[src/rtl/axi_common_types_pkg.sv]
// Shared types for the AXI NoC slave-port write path.
package axi_common_types_pkg;
  localparam int NUM_MASTERS = 4;
  localparam int MST_SELW    = $clog2(NUM_MASTERS);

  typedef enum logic [1:0] {
    IDLE,
    ADDR,
    DATA
  } arb_state_e;
endpackage

[src/rtl/wr_resp_route_fifo.sv]
// In-order FIFO of master indices awaiting their B response.
module wr_resp_route_fifo #(
  parameter int W     = 2,
  parameter int DEPTH = 4,
  parameter int CW    = $clog2(DEPTH) + 1
) (
  input  logic          clk,
  input  logic          rst_n,
  input  logic          push,
  input  logic          pop,
  input  logic [W-1:0]  din,
  output logic [W-1:0]  dout,
  output logic [CW-1:0] count,
  output logic          empty,
  output logic          full
);
  localparam int PW = (DEPTH > 1) ? $clog2(DEPTH) : 1;

  logic [W-1:0]  mem [DEPTH];
  logic [PW-1:0] wr_ptr, rd_ptr;
  logic          do_push, do_pop;

  function automatic logic [PW-1:0] ptr_inc(input logic [PW-1:0] p);
    return (p == PW'(DEPTH - 1)) ? '0 : p + 1'b1;
  endfunction

  assign empty   = (count == '0);
  assign full    = (count == CW'(DEPTH));
  assign do_pop  = pop & ~empty;
  // A pop frees the slot being written when full.
  assign do_push = push & (~full | do_pop);
  assign dout    = mem[rd_ptr];

  always_ff @(posedge clk or negedge rst_n) begin
    if (!rst_n) begin
      wr_ptr <= '0;
      rd_ptr <= '0;
      count  <= '0;
    end else begin
      if (do_push) wr_ptr <= ptr_inc(wr_ptr);
      if (do_pop)  rd_ptr <= ptr_inc(rd_ptr);
      case ({do_push, do_pop})
        2'b10:   count <= count + 1'b1;
        2'b01:   count <= count - 1'b1;
        default: count <= count;
      endcase
    end
  end

  always_ff @(posedge clk) begin
    if (do_push) mem[wr_ptr] <= din;
  end
endmodule

[src/rtl/axi_slave_wr_arbiter.sv]
// Write-path arbiter for one slave port: round-robin AW grant, W lock until
// WLAST, in-order B routing back to the issuing master.
module axi_slave_wr_arbiter
  import axi_common_types_pkg::*;
#(
  parameter int NUM_M     = NUM_MASTERS,
  parameter int MAX_OUTST = 4,
  parameter int SELW      = $clog2(NUM_M),
  parameter int CNTW      = $clog2(MAX_OUTST) + 1
) (
  input  logic              ACLK,
  input  logic              ARESETn,
  input  logic [NUM_M-1:0]  m_awvalid,
  output logic [NUM_M-1:0]  m_awready,
  output logic              s_awvalid,
  input  logic              s_awready,
  output logic [SELW-1:0]   aw_sel,
  input  logic [NUM_M-1:0]  m_wvalid,
  input  logic [NUM_M-1:0]  m_wlast,
  output logic [NUM_M-1:0]  m_wready,
  output logic              s_wvalid,
  output logic              s_wlast,
  input  logic              s_wready,
  output logic [SELW-1:0]   w_sel,
  input  logic              s_bvalid,
  output logic              s_bready,
  output logic [NUM_M-1:0]  m_bvalid,
  input  logic [NUM_M-1:0]  m_bready,
  output logic [SELW-1:0]   b_sel,
  output logic [CNTW-1:0]   outstanding,
  output logic              b_err
);
  arb_state_e      state, state_nxt;
  logic [SELW-1:0] last_grant, pick;
  logic            can_grant, push, pop, fifo_empty, fifo_full;

  // First requester strictly after last, wrapping NUM_M-1 -> 0.
  function automatic logic [SELW-1:0] rr_pick(input logic [NUM_M-1:0] req,
                                              input logic [SELW-1:0]  last);
    logic [SELW-1:0] win;
    logic            found;
    int              idx;
    win   = '0;
    found = 1'b0;
    for (int i = 1; i <= NUM_M; i++) begin
      idx = int'(last) + i;
      if (idx >= NUM_M) idx = idx - NUM_M;
      if (!found && req[idx[SELW-1:0]]) begin
        win   = idx[SELW-1:0];
        found = 1'b1;
      end
    end
    return win;
  endfunction

  assign pick      = rr_pick(m_awvalid, last_grant);
  assign can_grant = (|m_awvalid) && (outstanding < CNTW'(MAX_OUTST));
  assign push      = (state == DATA) && s_wvalid && s_wready && s_wlast;
  assign pop       = s_bvalid && s_bready;

  always_comb begin
    state_nxt = state;
    s_awvalid = 1'b0;
    m_awready = '0;
    s_wvalid  = 1'b0;
    s_wlast   = 1'b0;
    m_wready  = '0;
    case (state)
      IDLE: if (can_grant) state_nxt = ADDR;
      ADDR: begin
        s_awvalid         = m_awvalid[aw_sel];
        m_awready[aw_sel] = s_awready;
        if (s_awvalid && s_awready) state_nxt = DATA;
      end
      DATA: begin
        s_wvalid         = m_wvalid[w_sel];
        s_wlast          = m_wlast[w_sel];
        m_wready[w_sel]  = s_wready;
        if (s_wvalid && s_wready && s_wlast) state_nxt = IDLE;
      end
      default: state_nxt = IDLE;
    endcase
  end

  always_ff @(posedge ACLK or negedge ARESETn) begin
    if (!ARESETn) begin
      state      <= IDLE;
      aw_sel     <= '0;
      w_sel      <= '0;
      last_grant <= SELW'(NUM_M - 1);
      b_err      <= 1'b0;
    end else begin
      state <= state_nxt;
      if (state == IDLE && can_grant) begin
        aw_sel <= pick;
        w_sel  <= pick;
      end
      if (push) last_grant <= w_sel;
      if (s_bvalid && fifo_empty) b_err <= 1'b1;
    end
  end

  // Responses with no recorded owner are never acknowledged.
  always_comb begin
    m_bvalid = '0;
    s_bready = 1'b0;
    if (!fifo_empty) begin
      m_bvalid[b_sel] = s_bvalid;
      s_bready        = m_bready[b_sel];
    end
  end

  wr_resp_route_fifo #(
    .W     (SELW),
    .DEPTH (MAX_OUTST),
    .CW    (CNTW)
  ) u_route_fifo (
    .clk   (ACLK),
    .rst_n (ARESETn),
    .push  (push),
    .pop   (pop),
    .din   (w_sel),
    .dout  (b_sel),
    .count (outstanding),
    .empty (fifo_empty),
    .full  (fifo_full)
  );

  logic unused_full;
  assign unused_full = fifo_full;
endmodule
[config.mk]
export PLATFORM = sky130hd
export DESIGN_NAME = axi_slave_wr_arbiter
export DESIGN_NICKNAME = d
export VERILOG_FILES = /design/src/rtl/axi_common_types_pkg.sv /design/src/rtl/wr_resp_route_fifo.sv /design/src/rtl/axi_slave_wr_arbiter.sv
export SDC_FILE = /design/constraint.sdc
export NUM_CORES = 1
export LEC_CHECK = 0
export ABC_AREA = 1
export BUFFER_PORTS_ARGS = -buffer_cell sky130_fd_sc_hd__buf_2
export CAP_MARGIN = 20
export CORE_UTILIZATION = 56
export DETAILED_ROUTE_END_ITERATION = 12
export MAX_ROUTING_LAYER = met4
export PLACE_DENSITY = 0.85
export SYNTH_ARGS = -nofsm -noshare
export SYNTH_HDL_FRONTEND = slang
export SYNTH_SLANG_ARGS = --single-unit
[constraint.sdc]
create_clock -name ACLK -period 3.3 [get_ports ACLK]
set_input_delay 0.495 -clock ACLK [delete_from_list [all_inputs] [get_ports ACLK]]
set_output_delay 0.495 -clock ACLK [all_outputs]
set_load 0.01 [all_outputs]
==> flow_metrics.py, run 1 <==
metrics = {
    "timing": {
        "finalClockSkew_ns": 0.00580,
        "tns_ns": 0,
        "worst_slew_pin_slew_ns": 0.386,
        "setup_viol": 0,
        "final.min_clock_period_ns": 2.30,
        "rsz0062_at_grt": "no",
        "finalMaxSlewViolations": 0,
        "hold_viol_final": 0,
        "fmax_ghz": 0.435,
        "max-slew-margin-rel_pct": 74.2,
        "finalCritPeriodShare_pct": 69.6,
    },
    "detailed_routing": {
        "totalWireLength_um": 3280,
        "ant_nets": 0,
        "wl_per_cell_um": 10.8,
        "dr.pass1.iters": 5,
        "drt_iter0_drc": 66,
        "drc_errors": 0,
        "vias": 1508,
        "vias_per_cell": 4.98,
    },
    "finish": {
        "layout_commonest_cell": "nand2_1",
        "drive_above_1_share_pct": 29.4,
        "final_core_util_pct": 69.6,
        "final_cell_mix": "nand2_1, buf_2, inv_1, nor2_1, o21ai_0",
        "final_nets": 300,
        "n_antenna_cell": 0,
        "area_growth_pct": 16.4,
        "fillerInstances": 227,
    },
    "yosys": {
        "ys_seq_area_share_pct": 35.6,
        "yosysWarningCount": 0,
        "synthCells": 225,
        "synth_fa_ha_area_share_pct": 4.96,
        "netlist_area_mm2": 0.00166,
        "syn-num-nets": 252,
        "yosys.area_share.xor_xnor_pct": 0.977,
        "syn_area_per_cell_um2": 7.40,
        "synth.distinct_cells": 29,
        "synth_compound_area_share_pct": 9.70,
        "synth-simple-area-share_pct": 37.2,
        "synth_top_family_by_area": "simple AND/OR/NAND/NOR gates",
        "ys_seq_elements": 22,
        "synthMuxAreaShare_pct": 0,
    },
    "worst_setup_path": {
        "worstPathCellList": "nand2_1 > inv_1 > a22oi_1 > nand2_1 > nand4_2 > nand3_4 > fa_1 > inv_1 > nand4_1 > nand3_1 > nand2_1 > inv_1",
        "crit_fanout": 12,
        "cpMaxStageDelayCell": "dfrtp_1",
        "cp-start-kind": "flop",
        "reg2reg_depth": 12,
        "slowest_delay_ns": 0.54,
        "cp.arrival_ns": 2.56,
        "end_kind": "flop",
        "path_class": "flop to flop",
        "cp.required_ns": 3.56,
    },
    "clock_tree": {
        "cts.sinks": 22,
        "cts_root_buf": "clkbuf_4",
        "htreeDepth": 1,
        "clock_latency_ns": 0.30,
        "cts.repair.resized": 0,
        "hold_buffers": 0,
        "clkTransAtPathRegs_ns": 0.12,
        "clk_path_buf_depth": 2,
        "cts_made_buffers": 3,
        "cts_setup_buffers": 0,
        "cts_tree": "done",
    },
    "power_and_ir_drop": {
        "p_int_uw": 840,
        "p_clk_share_pct": 7.0,
        "power_switching_uw": 905,
        "pwr-share-comb_pct": 63.4,
        "ir_drop_v": 0.000638,
        "p_leak_uw": 0.00106,
        "p_seq_share_pct": 29.5,
        "p_per_area_mw_per_mm2": 901,
        "swShare_pct": 51.9,
    },
    "placement": {
        "gp_congestion": 0.862,
        "hpwlAfterDp_um": 2650,
        "numPortBuffers": 46,
    },
    "die": {
        "io_pins": 47,
        "std_cell_rows": 19,
        "die_area_mm2": 0.00319,
        "fp.dieH_um": 56.5,
        "core-area_mm2": 0.00278,
        "fp.dieW_um": 56.5,
        "initial_core_util_pct": 59.8,
    },
    "global_route": {
        "grt_max_degree": 15,
        "grt_pass1_wl_um": 5730,
        "grt_pass1_vias": 1425,
        "antenna_found_initial": 0,
        "grtUsageTotal_pct": 23.0,
        "overflow": 0,
    },
    "outcome": {
        "status": "completed",
    },
    "min_path": {
        "min-delay-path-class": "input pin to asynchronous set/reset pin",
    },
    "job": {
        "maxCapViolCount": 0,
    },
}
power groups by stage:
stage | logic [µW] | clock network (µW) | registers (µW)
final | 1110 | 123 | 516
after global routing | 1270 | 133 | 534
after CTS | 1110 | 122 | 514
after detailed placement | 1110 | 0 | 520
after global placement | 1090 | 0 | 518
after floorplan | 870 | 0 | 496
state kept, by name, indices dropped and copies added (netlist names):
register / count
u_route_fifo.mem: 8
u_route_fifo.count: 3
last_grant: 2
state: 2
u_route_fifo.rd_ptr: 2
u_route_fifo.wr_ptr: 2
w_sel: 2
b_err: 1
through the flow:
stage / instance area (µm²) / setup slack (ns) / cells / hold slack (ns) / total power [µW]
final: 1940 / 1.00 / 303 / 0.0614 / 1750
after global routing: 1940 / 0.765 / 303 / 0.0738 / 1940
after CTS: 1940 / 1.03 / 303 / 0.0754 / 1750
after detailed placement: 1910 / 1.06 / 299 / 0.417 / 1630
after global placement: 1910 / 1.08 / 299 / 0.410 / 1600
after floorplan: 1660 / 1.30 / 225 / 0.199 / 1370
final timing paths:
path                       startpoint  slack [ns]                     to
hold reg to reg                 b_err        0.48                  b_err
min in group ACLK               b_err        0.48                  b_err
setup / recovery             w_sel[0]        1.00  u_route_fifo.count[2]
max in group asynchronous     ARESETn        2.95          last_grant[1]
hold / removal                ARESETn        0.06               state[0]
setup reg to reg             w_sel[0]        1.00  u_route_fifo.count[2]
worst max-delay path: cells and delay by family (launching register included):
family                   cells  cell delay, ns
AO/OA/AOI/OAI                1            0.22
flip-flops                   1            0.54
buffers and inverters        3            0.23
adder cells (fa/ha/maj)      1            0.41
AND/OR/NAND/NOR              7            0.86
per-layer routing:
layer,wire [µm],up-vias,track usage [%]
met3,154,2,2.53
met1,1510,657,28.2
met5,0,-,-
met4,27,0,8.36
li1,-,800,-
met2,1580,49,39.2
cells in the mapped netlist:
cell type,number,area (µm²)
nand2_1,54,203
inv_1,40,150
nor2_1,26,97.6
o21ai_0,17,85.1
dfrtp_1,12,300
nand3_1,11,55.1
edfxtp_1,8,240
nand2_2,7,43.8
ha_1,5,62.6
inv_2,5,18.8
nand2_4,5,56.3
nor3_1,5,25.0
a21oi_1,3,15.0
buf_4,3,22.5
nand3_2,3,30.0
nand4_1,3,18.8
o21ai_1,3,15.0
a22oi_1,2,15.0
dfstp_2,2,52.6
nand4_2,2,25.0
a31o_2,1,8.76
fa_1,1,20.0
nand3_4,1,17.5
nand4_4,1,21.3
nor2_8,1,20.0
o21ai_4,1,16.3
o22ai_1,1,6.26
or2_2,1,6.26
xor2_2,1,16.3
cell families (layout without fill, tap and decap cells):
kind of cell / after synthesis / after routing
buffers and inverters: 48 / 95
flip-flops: 22 / 22
adder cells (fa/ha/maj): 6 / 6
XOR/XNOR: 1 / 1
AO/OA/AOI/OAI: 28 / 28
AND/OR/NAND/NOR: 120 / 120
final cells by class:
class                           count  area (µm²)  area share (%)
Clock buffer                        3        22.5            1.16
Clock inverter                      1        3.75           0.194
Inverter                           45         169            8.72
Multi-Input combinational cell    155         880            45.4
Sequential cell                    22         593            30.6
Tap cell                           31        38.8            2.00
Timing Repair Buffer               46         230            11.9
(Power assumes the default switching activity.)
==> run 2: changes to the inputs <==
--- a/config.mk
+++ b/config.mk
@@ -8,10 +8,10 @@
 export ABC_AREA = 1
 export BUFFER_PORTS_ARGS = -buffer_cell sky130_fd_sc_hd__buf_2
 export CAP_MARGIN = 20
-export CORE_UTILIZATION = 56
+export CORE_UTILIZATION = 47
 export DETAILED_ROUTE_END_ITERATION = 12
 export MAX_ROUTING_LAYER = met4
-export PLACE_DENSITY = 0.85
+export PLACE_DENSITY = 0.76
 export SYNTH_ARGS = -nofsm -noshare
 export SYNTH_HDL_FRONTEND = slang
 export SYNTH_SLANG_ARGS = --single-unit
==> constraint.sdc (replaced) <==
create_clock -name ACLK -period 1.8 [get_ports ACLK]
set_input_delay 0.27 -clock ACLK [delete_from_list [all_inputs] [get_ports ACLK]]
set_output_delay 0.27 -clock ACLK [all_outputs]
set_load 0.01 [all_outputs]
==> flow_metrics.py, run 2 (same netlist as run 1, synthesis figures left out) <==
metrics = {
    "outcome": {
        "status": "finished with violations",
        "violations": "negative setup slack",
    },
    "worst_setup_path": {
        "cpMaxStageDelayCell": "fa_2",
        "worstPathCellList": "nand2_1 > inv_2 > a22oi_2 > nand2_1 > nand4_4 > nand3_4 > fa_2 > inv_1 > nand2_1 > o21ai_1",
        "reg2reg_depth": 10,
        "rr_startpoint": "w_sel[0]",
        "slowest_delay_ns": 0.52,
        "cp-start-kind": "flop",
        "crit_fanout": 5,
        "cp_top_family": "simple AND/OR/NAND/NOR gates",
        "regToRegSetupSlack_ns": -0.22,
        "cp.arrival_ns": 2.21,
        "rr_endpoint": "u_route_fifo.count[1]",
        "cp.required_ns": 2.00,
        "cpMostUsedCell": "nand2_1",
        "path_class": "flop to flop",
        "worstPathBufferInverterCount": 2,
        "end_kind": "flop",
    },
    "timing": {
        "finalMaxSlewViolations": 0,
        "tns_ns": -1.28,
        "final.min_clock_period_ns": 2.02,
        "setup_viol": 18,
        "fmax_ghz": 0.496,
        "finalCritPeriodShare_pct": 112,
        "finalClockSkew_ns": 0.00249,
        "rsz0062_at_grt": "yes",
        "max-slew-margin-rel_pct": 77.7,
        "hold_viol_final": 0,
        "layout_setup_ws_ns": -0.218,
        "worst_slew_pin_slew_ns": 0.335,
    },
    "detailed_routing": {
        "totalWireLength_um": 4430,
        "wl_per_cell_um": 12.4,
        "ant_nets": 0,
        "vias": 1771,
        "vias_per_cell": 4.95,
        "dr.pass1.iters": 4,
        "drc_errors": 0,
        "drt_iter0_drc": 80,
    },
    "min_path": {
        "hold_path_depth": 3,
        "min_to": "state[1]",
        "min-delay-path-class": "input pin to flop",
        "hold_path_startpoint": "s_awready",
    },
    "placement": {
        "hpwlAfterDp_um": 2850,
        "post-place-ws_ns": -0.181,
        "gp_congestion": 0.844,
        "numPortBuffers": 46,
    },
    "die": {
        "initial_core_util_pct": 49.5,
        "core-area_mm2": 0.00336,
        "fp.dieH_um": 61.5,
        "die_area_mm2": 0.00378,
        "std_cell_rows": 21,
        "io_pins": 47,
        "fp.dieW_um": 61.5,
    },
    "finish": {
        "largest_reg_flops": 8,
        "fillerInstances": 270,
        "n_antenna_cell": 0,
        "final_cell_mix": "nand2_1, buf_2, inv_1, buf_4, nor2_1",
        "top_register": "u_route_fifo.mem",
        "final_nets": 340,
        "layout_commonest_cell": "nand2_1",
        "area_growth_pct": 51.7,
        "drive_above_1_share_pct": 54.5,
        "reg_top3": "u_route_fifo.mem x8, u_route_fifo.count x3",
    },
    "power_and_ir_drop": {
        "p_total_uw": 4590,
        "p_per_area_mw_per_mm2": 1820,
        "ir_drop_v": 0.000845,
        "p_leak_uw": 0.00128,
    },
    "global_route": {
        "grt_pass1_wl_um": 6310,
        "grtUsageTotal_pct": 23.1,
        "grt_max_degree": 15,
        "grt_pass1_vias": 1515,
        "overflow": 0,
        "antenna_found_initial": 0,
    },
    "clock_tree": {
        "clk_path_buf_depth": 2,
        "cts.sinks": 22,
        "clkTransAtPathRegs_ns": 0.11,
        "cts_made_buffers": 3,
        "cts_root_buf": "clkbuf_4",
        "cts_tree": "done",
        "htreeDepth": 1,
        "clock_latency_ns": 0.30,
    },
    "job": {
        "maxCapViolCount": 0,
    },
}
run 2: routing by layer:
layer / vias up / part of all wire, % / GRT usage (%)
met5: - / 0 / -
met4: 0 / 1.5 / 8.89
met3: 8 / 3.3 / 2.10
met2: 48 / 54 / 38.9
met1: 830 / 41 / 28.6
li1: 885 / - / -
run 2: worst max-delay path by stage:
| stage | slack (ns) | start | depth (start not counted) | end |
|---|---|---|---|---|
| after floorplan | -0.15 | u_route_fifo.rd_ptr[0] | 14 | u_route_fifo.count[1] |
| after global placement | -0.14 | w_sel[1] | 10 | u_route_fifo.count[1] |
| after detailed placement | -0.18 | w_sel[0] | 10 | u_route_fifo.count[1] |
| after CTS | -0.16 | u_route_fifo.rd_ptr[0] | 14 | u_route_fifo.count[1] |
| after global routing | -0.36 | u_route_fifo.rd_ptr[0] | 16 | u_route_fifo.count[2] |
| final | -0.22 | w_sel[0] | 10 | u_route_fifo.count[1] |
run 2: final cells by class:
class	instances	area, µm²	area share [%]
multi-input combinational	155	1090	43.2
sequential	22	598	23.7
timing repair buffer	86	578	22.9
inverter	45	174	6.89
tap	46	57.6	2.28
clock buffer	4	26.3	1.04
run 2: metrics by stage:
step,hold WS [ns],utilization [%],area [µm²],instances
finish,0.277,75.0,2520,358
CTS,0.297,68.7,2310,353
global route,0.295,75.0,2520,358
global placement,0.186,63.3,2130,339
detailed placement,0.193,63.3,2130,339
floorplan,-0.0256,-,1680,225
run 2: report_power, final:
group	total, µW	leakage, µW	switching [µW]	internal (µW)
registers	931	0.000234	208	724
logic	3430	0.00103	1860	1570
clock network	227	0.0000150	141	86.3
total	4590	0.00128	2210	2380
run 2: worst reg2reg max path: stages, from the launching register on:
cell and delay [ns]:
dfrtp_2 0.47, nand2_1 0.12, inv_2 0.07, a22oi_2 0.20, nand2_1 0.15, nand4_4 0.14, nand3_4 0.09, fa_2 0.52
inv_1 0.04, nand2_1 0.05, o21ai_1 0.06
run 2: timing repair:
item | in CTS | in global routing
gates cloned | 0 | 0
pin swaps | 7 | 18
setup buffers | 10 | 6
hold endpoints to repair | 12 | 0
gates resized for setup | 23 | 59
hold buffers | 1 | 0
setup endpoints to repair | 17 | 29
